**config.mk**
```make
export PLATFORM = sky130hd
export DESIGN_NAME = imem_arbiter_flat
export DESIGN_NICKNAME = d
export VERILOG_FILES = /design/src/rtl/imem_arbiter_pkg.sv /design/src/rtl/imem_arbiter_if.sv /design/src/rtl/imem_arbiter_rr_arb2.sv /design/src/rtl/imem_arbiter.sv /design/src/flat_wrapper.sv
export SDC_FILE = /design/constraint.sdc
export NUM_CORES = 1
export LEC_CHECK = 0
export ABC_CLOCK_PERIOD_IN_PS = 5000
export BUFFER_PORTS_ARGS = -buffer_cell sky130_fd_sc_hd__buf_2
export CORE_AREA = 2 2 105 107
export CTS_BUF_LIST = sky130_fd_sc_hd__clkbuf_8
export DETAILED_ROUTE_END_ITERATION = 12
export DIE_AREA = 0 0 107 109
export PLACE_DENSITY = 0.85
export SLEW_MARGIN = 20
export SYNTH_ARGS = -nofsm -noshare
export SYNTH_HDL_FRONTEND = slang
export SYNTH_SLANG_ARGS = --single-unit
```
**constraint.sdc**
```tcl
create_clock -name clk -period 5 [get_ports clk]
set_clock_uncertainty 0.05 [all_clocks]
set_input_delay 1 -clock clk [delete_from_list [all_inputs] [get_ports clk]]
set_output_delay 1 -clock clk [all_outputs]
set_load 0.03 [all_outputs]
```
**src/rtl/imem_arbiter_pkg.sv**
```systemverilog
// Shared constants and encodings for the instruction-memory arbiter slice.
package imem_arbiter_pkg;

    localparam int unsigned XLEN = 32;

    // Response owner of the access granted in the previous cycle
    typedef enum logic [1:0] {
        OWN_NONE  = 2'd0,
        OWN_FETCH = 2'd1,
        OWN_LRD   = 2'd2
    } owner_e;

    // One-hot grant vector positions for rr_arb2
    localparam logic [1:0] GNT_NONE   = 2'b00;
    localparam logic [1:0] GNT_FETCH  = 2'b01;
    localparam logic [1:0] GNT_LOADER = 2'b10;

endpackage

```
**src/rtl/imem_arbiter_if.sv**
```systemverilog
// Bus bundle between fetch stage, program loader, instruction memory and the arbiter.
interface imem_arbiter_if;
    import imem_arbiter_pkg::*;

    logic            f_req;
    logic [XLEN-1:0] f_addr;
    logic            f_gnt;
    logic            f_rvalid;
    logic [XLEN-1:0] f_rdata;

    logic            l_req;
    logic            l_we;
    logic [XLEN-1:0] l_addr;
    logic [XLEN-1:0] l_wdata;
    logic            l_lock;
    logic            l_gnt;
    logic            l_rvalid;
    logic [XLEN-1:0] l_rdata;

    logic [XLEN-1:0] mem_addr;
    logic            mem_we;
    logic [XLEN-1:0] mem_wdata;
    logic [XLEN-1:0] mem_rdata;

    modport master (
        output f_req, f_addr, l_req, l_we, l_addr, l_wdata, l_lock, mem_rdata,
        input  f_gnt, f_rvalid, f_rdata, l_gnt, l_rvalid, l_rdata,
               mem_addr, mem_we, mem_wdata
    );

    modport slave (
        input  f_req, f_addr, l_req, l_we, l_addr, l_wdata, l_lock, mem_rdata,
        output f_gnt, f_rvalid, f_rdata, l_gnt, l_rvalid, l_rdata,
               mem_addr, mem_we, mem_wdata
    );

endinterface

```
**src/rtl/imem_arbiter_rr_arb2.sv**
```systemverilog
// Two-input round-robin arbiter; bit 0 = fetch, bit 1 = loader. A set mask bit
// removes that requester from arbitration for the cycle.
module rr_arb2
    import imem_arbiter_pkg::*;
(
    input  logic       clk,
    input  logic       reset,
    input  logic [1:0] req,
    input  logic [1:0] mask,
    output logic [1:0] gnt
);

    logic [1:0] eff_req_s;
    logic [1:0] gnt_s;
    logic       last_r;      // 1 = loader won the most recent grant
    logic       last_nxt_s;

    // Grant selection and last-grant update
    always_comb begin
        eff_req_s  = req & ~mask;
        gnt_s      = GNT_NONE;
        last_nxt_s = last_r;
        if (reset) begin
            gnt_s = GNT_NONE;
        end else begin
            case (eff_req_s)
                2'b01:   gnt_s = GNT_FETCH;
                2'b10:   gnt_s = GNT_LOADER;
                2'b11:   gnt_s = last_r ? GNT_FETCH : GNT_LOADER;
                default: gnt_s = GNT_NONE;
            endcase
        end
        if (gnt_s[1]) begin
            last_nxt_s = 1'b1;
        end else if (gnt_s[0]) begin
            last_nxt_s = 1'b0;
        end else begin
            last_nxt_s = last_r;
        end
    end

    // Last-grant register; starts as "fetch" so the loader wins the first tie
    always_ff @(posedge clk) begin
        if (reset) begin
            last_r <= 1'b0;
        end else begin
            last_r <= last_nxt_s;
        end
    end

    assign gnt = gnt_s;

endmodule

```
**src/rtl/imem_arbiter.sv**
```systemverilog
// Shares a single-port synchronous-read instruction memory between fetch and
// loader, one access per cycle, and returns read data to the owner 2 cycles later.
module imem_arbiter
    import imem_arbiter_pkg::*;
#(
    // Equals (1 << XLEN) / XLEN without needing a wider-than-XLEN intermediate
    parameter int unsigned NWORDS = 32'd1 << (XLEN - $clog2(XLEN))
) (
    input  logic          clk,
    input  logic          reset,
    imem_arbiter_if.slave bus
);

    // Keeps only the word-index bits, so addresses wrap modulo NWORDS*4
    localparam logic [XLEN-1:0] ADDR_MASK = XLEN'((NWORDS - 32'd1) << 2);

    logic [1:0]      gnt_s;
    logic [XLEN-1:0] mem_addr_s;
    logic            mem_we_s;
    logic [XLEN-1:0] mem_wdata_s;
    owner_e          owner_nxt_s;

    owner_e          owner_r;
    logic [XLEN-1:0] addr_hold_r;
    logic            f_rvalid_r;
    logic [XLEN-1:0] f_rdata_r;
    logic            l_rvalid_r;
    logic [XLEN-1:0] l_rdata_r;

    rr_arb2 u_rr_arb2 (
        .clk   (clk),
        .reset (reset),
        .req   ({bus.l_req, bus.f_req}),
        .mask  ({1'b0, bus.l_lock}),
        .gnt   (gnt_s)
    );

    // Memory drive from the winner and owner tag for next cycle's response
    always_comb begin
        mem_addr_s  = addr_hold_r;
        mem_we_s    = 1'b0;
        mem_wdata_s = {XLEN{1'b0}};
        owner_nxt_s = OWN_NONE;
        if (gnt_s[1]) begin
            mem_addr_s  = bus.l_addr & ADDR_MASK;
            mem_we_s    = bus.l_we;
            mem_wdata_s = bus.l_we ? bus.l_wdata : {XLEN{1'b0}};
            owner_nxt_s = bus.l_we ? OWN_NONE : OWN_LRD;
        end else if (gnt_s[0]) begin
            mem_addr_s  = bus.f_addr & ADDR_MASK;
            owner_nxt_s = OWN_FETCH;
        end else begin
            mem_addr_s  = addr_hold_r;
            owner_nxt_s = OWN_NONE;
        end
    end

    // Owner pipeline stage and registered read responses
    always_ff @(posedge clk) begin
        if (reset) begin
            owner_r     <= OWN_NONE;
            addr_hold_r <= {XLEN{1'b0}};
            f_rvalid_r  <= 1'b0;
            f_rdata_r   <= {XLEN{1'b0}};
            l_rvalid_r  <= 1'b0;
            l_rdata_r   <= {XLEN{1'b0}};
        end else begin
            owner_r     <= owner_nxt_s;
            addr_hold_r <= mem_addr_s;
            f_rvalid_r  <= (owner_r == OWN_FETCH);
            l_rvalid_r  <= (owner_r == OWN_LRD);
            if (owner_r == OWN_FETCH) begin
                f_rdata_r <= bus.mem_rdata;
            end else begin
                f_rdata_r <= f_rdata_r;
            end
            if (owner_r == OWN_LRD) begin
                l_rdata_r <= bus.mem_rdata;
            end else begin
                l_rdata_r <= l_rdata_r;
            end
        end
    end

    assign bus.f_gnt     = gnt_s[0];
    assign bus.l_gnt     = gnt_s[1];
    assign bus.mem_addr  = mem_addr_s;
    assign bus.mem_we    = mem_we_s;
    assign bus.mem_wdata = mem_wdata_s;
    assign bus.f_rvalid  = f_rvalid_r;
    assign bus.f_rdata   = f_rdata_r;
    assign bus.l_rvalid  = l_rvalid_r;
    assign bus.l_rdata   = l_rdata_r;

endmodule

```
**src/flat_wrapper.sv**
```systemverilog
// flat-port wrapper written by rule: the top's interface ports become plain ports
module imem_arbiter_flat import imem_arbiter_pkg::*;
#(
                                                                               
    parameter int unsigned NWORDS = 32'd1 << (XLEN - $clog2(XLEN))
)
  (clk, reset, bus_f_req, bus_f_addr, bus_l_req, bus_l_we, bus_l_addr, bus_l_wdata, bus_l_lock, bus_mem_rdata, bus_f_gnt, bus_f_rvalid, bus_f_rdata, bus_l_gnt, bus_l_rvalid, bus_l_rdata, bus_mem_addr, bus_mem_we, bus_mem_wdata);
  imem_arbiter_if bus_i ();
  input  logic clk;
  input  logic reset;
  input wire logic [$bits(bus_i.f_req)-1:0] bus_f_req;
  input wire logic [$bits(bus_i.f_addr)-1:0] bus_f_addr;
  input wire logic [$bits(bus_i.l_req)-1:0] bus_l_req;
  input wire logic [$bits(bus_i.l_we)-1:0] bus_l_we;
  input wire logic [$bits(bus_i.l_addr)-1:0] bus_l_addr;
  input wire logic [$bits(bus_i.l_wdata)-1:0] bus_l_wdata;
  input wire logic [$bits(bus_i.l_lock)-1:0] bus_l_lock;
  input wire logic [$bits(bus_i.mem_rdata)-1:0] bus_mem_rdata;
  output wire logic [$bits(bus_i.f_gnt)-1:0] bus_f_gnt;
  output wire logic [$bits(bus_i.f_rvalid)-1:0] bus_f_rvalid;
  output wire logic [$bits(bus_i.f_rdata)-1:0] bus_f_rdata;
  output wire logic [$bits(bus_i.l_gnt)-1:0] bus_l_gnt;
  output wire logic [$bits(bus_i.l_rvalid)-1:0] bus_l_rvalid;
  output wire logic [$bits(bus_i.l_rdata)-1:0] bus_l_rdata;
  output wire logic [$bits(bus_i.mem_addr)-1:0] bus_mem_addr;
  output wire logic [$bits(bus_i.mem_we)-1:0] bus_mem_we;
  output wire logic [$bits(bus_i.mem_wdata)-1:0] bus_mem_wdata;
  assign bus_i.f_req = bus_f_req;
  assign bus_i.f_addr = bus_f_addr;
  assign bus_i.l_req = bus_l_req;
  assign bus_i.l_we = bus_l_we;
  assign bus_i.l_addr = bus_l_addr;
  assign bus_i.l_wdata = bus_l_wdata;
  assign bus_i.l_lock = bus_l_lock;
  assign bus_i.mem_rdata = bus_mem_rdata;
  assign bus_f_gnt = bus_i.f_gnt;
  assign bus_f_rvalid = bus_i.f_rvalid;
  assign bus_f_rdata = bus_i.f_rdata;
  assign bus_l_gnt = bus_i.l_gnt;
  assign bus_l_rvalid = bus_i.l_rvalid;
  assign bus_l_rdata = bus_i.l_rdata;
  assign bus_mem_addr = bus_i.mem_addr;
  assign bus_mem_we = bus_i.mem_we;
  assign bus_mem_wdata = bus_i.mem_wdata;
  imem_arbiter #(.NWORDS(NWORDS)) u_core (.clk(clk), .reset(reset), .bus(bus_i));
endmodule
```
### Yosys cells after proc, flatten, opt, wreduce, memory -nomap -nowiden

Index checks and enable logic that the tools add are counted.

| operators by class | value |
|---|---|
| $add $sub $neg | 0 |
| multipliers | 0 |
| div/mod/pow operators | 0 |
| order comparisons | 0 |
| eq/ne operators | 5 |
| shift-type cells | 0 |
| mux-type cells | 13 |
| bitwise operators | 2 |
| reductions and logical operators | 1 |

Operator list:

| cell | number |
|---|---|
| 32-bit two-way mux | 4 |
| 2-bit two-way mux | 4 |
| 2-bit == test, second input constant | 3 |
| 2-bit one-hot mux with 3 select lines | 1 |
| 2-bit by 1-bit == test with 1-bit output, second input constant | 2 |
| 1-bit two-way mux | 4 |
| 2-bit AND | 1 |
| 1-bit inverter with 2-bit output | 1 |
| 2-bit nonzero test | 1 |

| word-level totals | value |
|---|---|
| register bits | 101 |
| latch bits | 0 |
| bits in writable memories | 0 |
| ROM bits | 0 |
| input bits | 134 |
| output and inout bits | 133 |
| word-level logic and storage cells | 28 |
| memories | 0 |

### Logic depth before layout (Yosys ltp)

Gate-level depths: netlist of the first run.

| depth | value |
|---|---|
| depth after elaboration | 7 |
| mapped depth | 6 |
| mapped depth without buffers | 3 |

### Modules after synthesis

A second synthesis of the first run with hierarchy kept.

| unflattened totals | value |
|---|---|
| cells, all modules | 537 |
| area, all modules | 4589.4 um^2 |

Modules (own cells, without submodules):

| module | times used | cells each | area an instance (um^2) | seq. area each (um^2) |
|---|---|---|---|---|
| imem_arbiter | 1 | 527 | 4498.1 | 2001.9 |
| rr_arb2 | 1 | 10 | 91.3 | 20.0 |

### Least setup slack after synthesis of the first run

No wires, ideal clock.

| path | value |
|---|---|
| kind | in2out |
| start | in reset |
| end | out bus_mem_addr[10] |
| data arrival time | 2667 ps |
| required time | 3950 ps |
| slack | 1283 ps |
| cell stages on the path | 6 |
| path buffers | 3 |
| cell sequence | buf_6 > or3b_4 > buf_6 > buf_6 > or3b_1 > a31oi_1 |

| on the way | value |
|---|---|
| longest elaborated chain between the ends | 3 |

Ends and longest elaborated chain:

| what | line | RTL |
|---|---|---|
| start: declaration | flat_wrapper.sv:10 | `input logic reset;` |
| 2-bit two-way mux (*) | imem_arbiter_rr_arb2.sv:23 | `if (reset) begin` |
| 32-bit two-way mux | imem_arbiter.sv:49 | `end else if (gnt_s[0]) begin` |
| 32-bit two-way mux (*) | imem_arbiter.sv:44 | `if (gnt_s[1]) begin` |
| end: declaration | flat_wrapper.sv:25 | `output wire logic [$bits(bus_i.mem_addr)-1:0] bus_mem_addr;` |

Every way passes the cells marked *; elsewhere a longest branch is shown, timed or not.

### Final worst setup path of the first run

| path | value |
|---|---|
| start | in reset |
| end | out bus_mem_addr[5] |

The elaborated chain is that of the path after synthesis.

==> flow_summary.ini, run 1 <==
[sta]
finalHoldViolations = 0
drv_slew = 0
timing.fmax_mhz = 267.1
tightestPinTransition_ns = 0.9992
finalWorstSetupSlack_ns = 1.256
relSlewSlack_pct = 33.39
rsz0062_at_grt = no
min_period_ns = 3.744
post-route-period-util_pct = 74.89
hold_ws_ns = 0.4057
finalSetupTns_ns = 0
setup_viol = 0

[status]
status = finished clean

[global_routing]
grt_pass1_vias = 4005
grt-ovfl-total = 0
grt_use_total_pct = 19.63
antenna_found_initial = 0
grt_pass1_wl_um = 18630
grt_max_degree = 97

[detailed_routing]
wl_per_cell_um = 13.67
wl_met2_um = 6154
drt_pass1_iterations = 4
remaining_drc_errors = 0
detail-route-antenna-nets = 0
met1_length_um = 5196
topRoutingLayerUsed = met4
viasPerCell = 5.154
drt-total-wl_um = 12480
dr_wl_met3_um = 1024
vias = 4706
drtIter0Drc = 353

[setup_path]
path_buf_inv = 2
reg2reg_depth = 4
max_stage_delay_ns = 0.61
crit_type = in -> out
crit_path_max_fanout = 56
path_cells = buf_2 > or3b_4 > or3b_1 > a31oi_1 > buf_2
reg2reg_from = u_core.u_rr_arb2.last_r
cp_slowest_cell = or3b_4
rrSetupSlack_ns = 3.35
setup.worst_path.end_class = primary output
critPathTopFamily = simple AND/OR/NAND/NOR gates
cp-start-kind = input pin
critPathRequiredTime_ns = 3.95
critPathLaunch = reset
crit_arrival_ns = 2.69
critical_path_depth = 5
cp_common_cell = buf_2

[synthesis]
synth_top_area_share_pct = 46.46
synth_edf_count = 0
seq_area_frac_synth_pct = 46.46
yosys_warnings = 0
ys.flop_type = dfxtp_1
yosysTopAreaCell = dfxtp_1
syn_avg_cell_area_um2 = 7.985
syn-cell-area_mm2 = 0.004352
async_flop_share_pct = 0
ys_ff_latch = 101
synth_nets = 679
synth.most_common_cell = nand2_1
ys_top_cells_by_count = 128 x nand2_1, 101 x dfxtp_1, 64 x a21oi_1
synth.area.top_cells = dfxtp_1 46%, nand2_1 11%, a21oi_1 7.4%
synth_cell_types = 22
synthCells = 545

[placed_design]
io_buffers = 256
dp_slack_ns = 1.281
gp_congestion = 0.7653
hpwl_um = 8752
place_area_mm2 = 0.005663

[layout]
antenna_cells = 0
drive_gt1_share_pct = 37.26
final_util_pct = 55.17
syn2layout_area_growth_pct = 34.42
fillers = 990
design.final.nets = 902
final_area_mm2 = 0.005849

[power_and_ir_drop]
p_leak_nw = 2.695
peakVddDrop_v = 0.0001844
pwr_density_cell_mw_per_mm2 = 288.7

[clocking]
clock_path_buffers = 2
cts_resized = 0
cts_tree = done
post-cts-setup-buffers = 0
cts_sinks = 101
ctsHtreeMaxLevel = 3
clk_pin_slew_ns = 0.09
cts-root-buf = clkbuf_8
cts_hold_buf = 0
cts_buffers = 9
clk_latency_ns = 0.35

[hold_path]
min_path_cells = 2
hold_start = u_core.bus.f_rdata[4]
hold_class = reg -> reg

[die]
core_area_mm2 = 0.01060
die_h_um = 109
die-area_mm2 = 0.01166
rows = 38
ios = 267
die_x_um = 107
initial_core_util_pct = 41.04

[run]
maxCapViolations = 0
-- cells in the final DEF, fill, tap and decap left out, drive strengths merged --
| cell type | synthesis | routed |
|---|---|---|
| or3b | 28 | 28 |
| dfxtp | 101 | 101 |
| buf | 10 | 266 |
| a311oi | 27 | 27 |
| clkbuf | 44 | 9 |
| a31oi | 27 | 27 |
| clkinvlp | 0 | 1 |
| or2 | 1 | 1 |
| o21bai | 1 | 1 |
| nand2 | 128 | 128 |
| and2 | 42 | 42 |
| o21ai | 27 | 27 |
| a21oi | 64 | 64 |
| nor2b | 4 | 4 |
| nor2 | 6 | 6 |
| nor3 | 29 | 29 |
| nand2b | 3 | 3 |
| and3b | 1 | 1 |
| nor3b | 1 | 1 |
| inv | 1 | 6 |
| clkinv | 0 | 1 |
-- power breakdown --
group | switching [mW] | internal, mW | leakage, nW
combinational | 0.227 | 0.115 | 1.78
clock | 0.304 | 0.193 | 0.0931
sequential | 0.0123 | 0.838 | 0.823
-- path summary, 6_finish.rpt --
check,endpoint
setup reg to reg,u_core.addr_hold_r[4]
hold / removal,u_core.bus.f_rdata[4]
setup / recovery,bus_mem_addr[5]
hold reg to reg,u_core.bus.f_rdata[4]
-- tightest hold or removal path, cell delays in order, from the launching register on --
cell and delay [ns]:
dfxtp_1 0.32, nand2_1 0.05, a21oi_1 0.05
-- layout make-up --
| cell class | instances | area, µm² | share of cell area (%) |
|---|---|---|---|
| clock buffers | 9 | 123.9 | 2.118 |
| repair buffers | 266 | 1356 | 23.19 |
| multi-input cells | 389 | 2106 | 36.00 |
| inverters | 1 | 3.754 | 0.06417 |
| well taps | 140 | 175.2 | 2.995 |
| flip-flops and latches | 101 | 2022 | 34.57 |
| clock inverters | 7 | 62.56 | 1.070 |
-- flip-flops by register name, summed over array words and instances, names as in the netlist --
signal	flops
u_core.bus.l_rvalid	1
u_core.u_rr_arb2.last_r	1
u_core.owner_r	2
u_core.bus.l_rdata	32
u_core.addr_hold_r	32
u_core.bus.f_rdata	32
u_core.bus.f_rvalid	1
-- logic make-up (layout without fill, tap and decap cells) --
kind of cell / Yosys count / in the layout / synth area share [%]
simple gates: 243 / 243 / 28.15
flops: 101 / 101 / 46.46
compound gates: 146 / 146 / 19.95
buf+inv: 55 / 283 / 5.434
-- routing by layer --
metal | track usage (%) | vias up
li1 | - | 2331
met1 | 24.34 | 2150
met2 | 34.39 | 214
met3 | 5.260 | 11
met4 | 4.082 | 0
met5 | 0 | -
-- per-stage QoR --
| stage | std cells | power, mW |
|---|---|---|
| 4_1_cts | 913 | 1.703 |
| 2_1_floorplan | 545 | 1.087 |
| 5_1_grt | 913 | 1.762 |
| 3_3_place_gp | 897 | 1.205 |
| 3_5_place_dp | 897 | 1.210 |
| 6_report | 913 | 1.688 |
Note: power is estimated with default switching activity, not from simulation.
==> inputs of run 2 (changes only) <==
Settings changed: ABC_CLOCK_PERIOD_IN_PS 5000 to 3700.
Clock period 5 ns to 3.7 ns, I/O delays scaled along.
==> flow_summary.ini, run 2 (synthesis gave the netlist of run 1 again) <==
[die]
rows = 38
die_h_um = 109
initial_core_util_pct = 41.04
core_area_mm2 = 0.01060
ios = 267
die_x_um = 107
die-area_mm2 = 0.01166

[detailed_routing]
drt_pass1_iterations = 6
viasPerCell = 5.098
wl_per_cell_um = 13.56
remaining_drc_errors = 0
drtIter0Drc = 339
dr_wl_met3_um = 1106
met1_length_um = 5081
topRoutingLayerUsed = met4
drt-total-wl_um = 12400
wl_met2_um = 6063
detail-route-antenna-nets = 0
vias = 4665

[clocking]
cts_hold_buf = 0
post-cts-setup-buffers = 0
cts-root-buf = clkbuf_8
clk_pin_slew_ns = 0.09
clk_latency_ns = 0.35
clock_path_buffers = 2
cts_sinks = 101
cts_resized = 0
ctsHtreeMaxLevel = 3
cts_tree = done
cts_buffers = 9

[power_and_ir_drop]
pwr-share-clk_pct = 31.6
power_frac_comb_pct = 19.7
p_leak_nw = 2.724
pwr_density_cell_mw_per_mm2 = 399.4
p_int_mw = 1.622
finalPower_mw = 2.358
p_sw_share_pct = 31.24
peakVddDrop_v = 0.0002499
seqPwrFrac_pct = 48.7
p_switching_mw = 0.7366

[placed_design]
gp_congestion = 0.8052
dp.cells = 899
hpwl_um = 8840
io_buffers = 256

[setup_path]
crit_arrival_ns = 2.38
r2r-end = u_core.addr_hold_r[5]
cp_slowest_cell = or3b_4
crit_path_max_fanout = 56
setup.worst_path.end_class = primary output
cp_common_cell = buf_2
reg2reg_from = u_core.u_rr_arb2.last_r
critPathRequiredTime_ns = 2.91
crit_type = in -> out
max_stage_delay_ns = 0.62
rrSetupSlack_ns = 2.14
path_cells = buf_2 > or3b_4 > or3b_1 > a31oi_1 > buf_2
cp-start-kind = input pin
reg2reg_depth = 4

[layout]
drive_gt1_share_pct = 37.42
final_cell_count_no_fill = 915
final_common_cell = buf_2
final_cell_mix = 256 x buf_2, 128 x nand2_1, 101 x dfxtp_1
design.final.nets = 904
syn2layout_area_growth_pct = 35.68
final_util_pct = 55.69
antenna_cells = 0

[sta]
min_period_ns = 3.168
drv_slew = 0
timing.fmax_mhz = 315.7
tightestPinTransition_ns = 0.6249
finalHoldViolations = 0
rsz0062_at_grt = no
relSlewSlack_pct = 58.34
setup_viol = 0
finalSetupTns_ns = 0
post-route-period-util_pct = 85.62

[hold_path]
hold_start = u_core.bus.l_rdata[0]
min_path_cells = 2
hold_class = reg -> reg
hold_end = u_core.bus.l_rdata[0]

[global_routing]
grt-ovfl-total = 0
grt_pass1_vias = 4065
grt_use_total_pct = 20.09
antenna_found_initial = 0
grt_pass1_wl_um = 18980
grt_max_degree = 64

[run]
maxCapViolations = 0

[status]
status = finished clean
-- run 2: stage by stage --
| step | hold slack (ns) | instance area (µm²) | worst slack, ns |
|---|---|---|---|
| final | 0.4058 | 5904 | 0.5322 |
| after global placement | 0.3842 | 5690 | 0.5243 |
| after CTS | 0.4078 | 5904 | 0.5296 |
| after floorplan | 0.3709 | 4352 | 0.5029 |
| after global routing | 0.4257 | 5904 | 0.4138 |
| after detailed placement | 0.3870 | 5690 | 0.5318 |
-- run 2: power groups by stage --
stage	Sequential, mW	Clock [mW]	Combinational [mW]
3_5_place_dp	1.17	0	0.465
6_report	1.15	0.744	0.465
4_1_cts	1.15	0.769	0.466
2_1_floorplan	1.21	0	0.256
3_3_place_gp	1.17	0	0.461
5_1_grt	1.15	0.809	0.503
-- run 2: worst max path at each step --
stage / to / start / depth (start not counted) / slack [ns]
final: bus_mem_addr[5] / reset / 5 / 0.53
after global placement: bus_mem_addr[5] / reset / 5 / 0.52
after global routing: bus_mem_addr[7] / reset / 5 / 0.41
after CTS: bus_mem_addr[5] / reset / 5 / 0.53
after detailed placement: bus_mem_addr[5] / reset / 5 / 0.53
after floorplan: bus_mem_addr[10] / reset / 6 / 0.50
-- run 2: metal layers --
layer | track usage [%] | vias up
li1 | - | 2340
met1 | 24.24 | 2099
met2 | 35.21 | 213
met3 | 5.021 | 13
met4 | 6.401 | 0
met5 | 0 | -
-- run 2: area by class of cell --
type | count | area (µm²)
clock buffer | 9 | 123.9
clock inverter | 7 | 90.09
fill | 1023 | 4698
inverter | 1 | 3.754
multi-input combinational | 389 | 2106
sequential | 101 | 2022
tap | 140 | 175.2
timing repair buffer | 268 | 1384
-- run 2: worst max-delay path: cells and delay by family --
kind	cells	cell delay (ns)
AND/OR/NAND/NOR	2	1.06
buffers and inverters	2	0.36
AO/OA/AOI/OAI	1	0.22
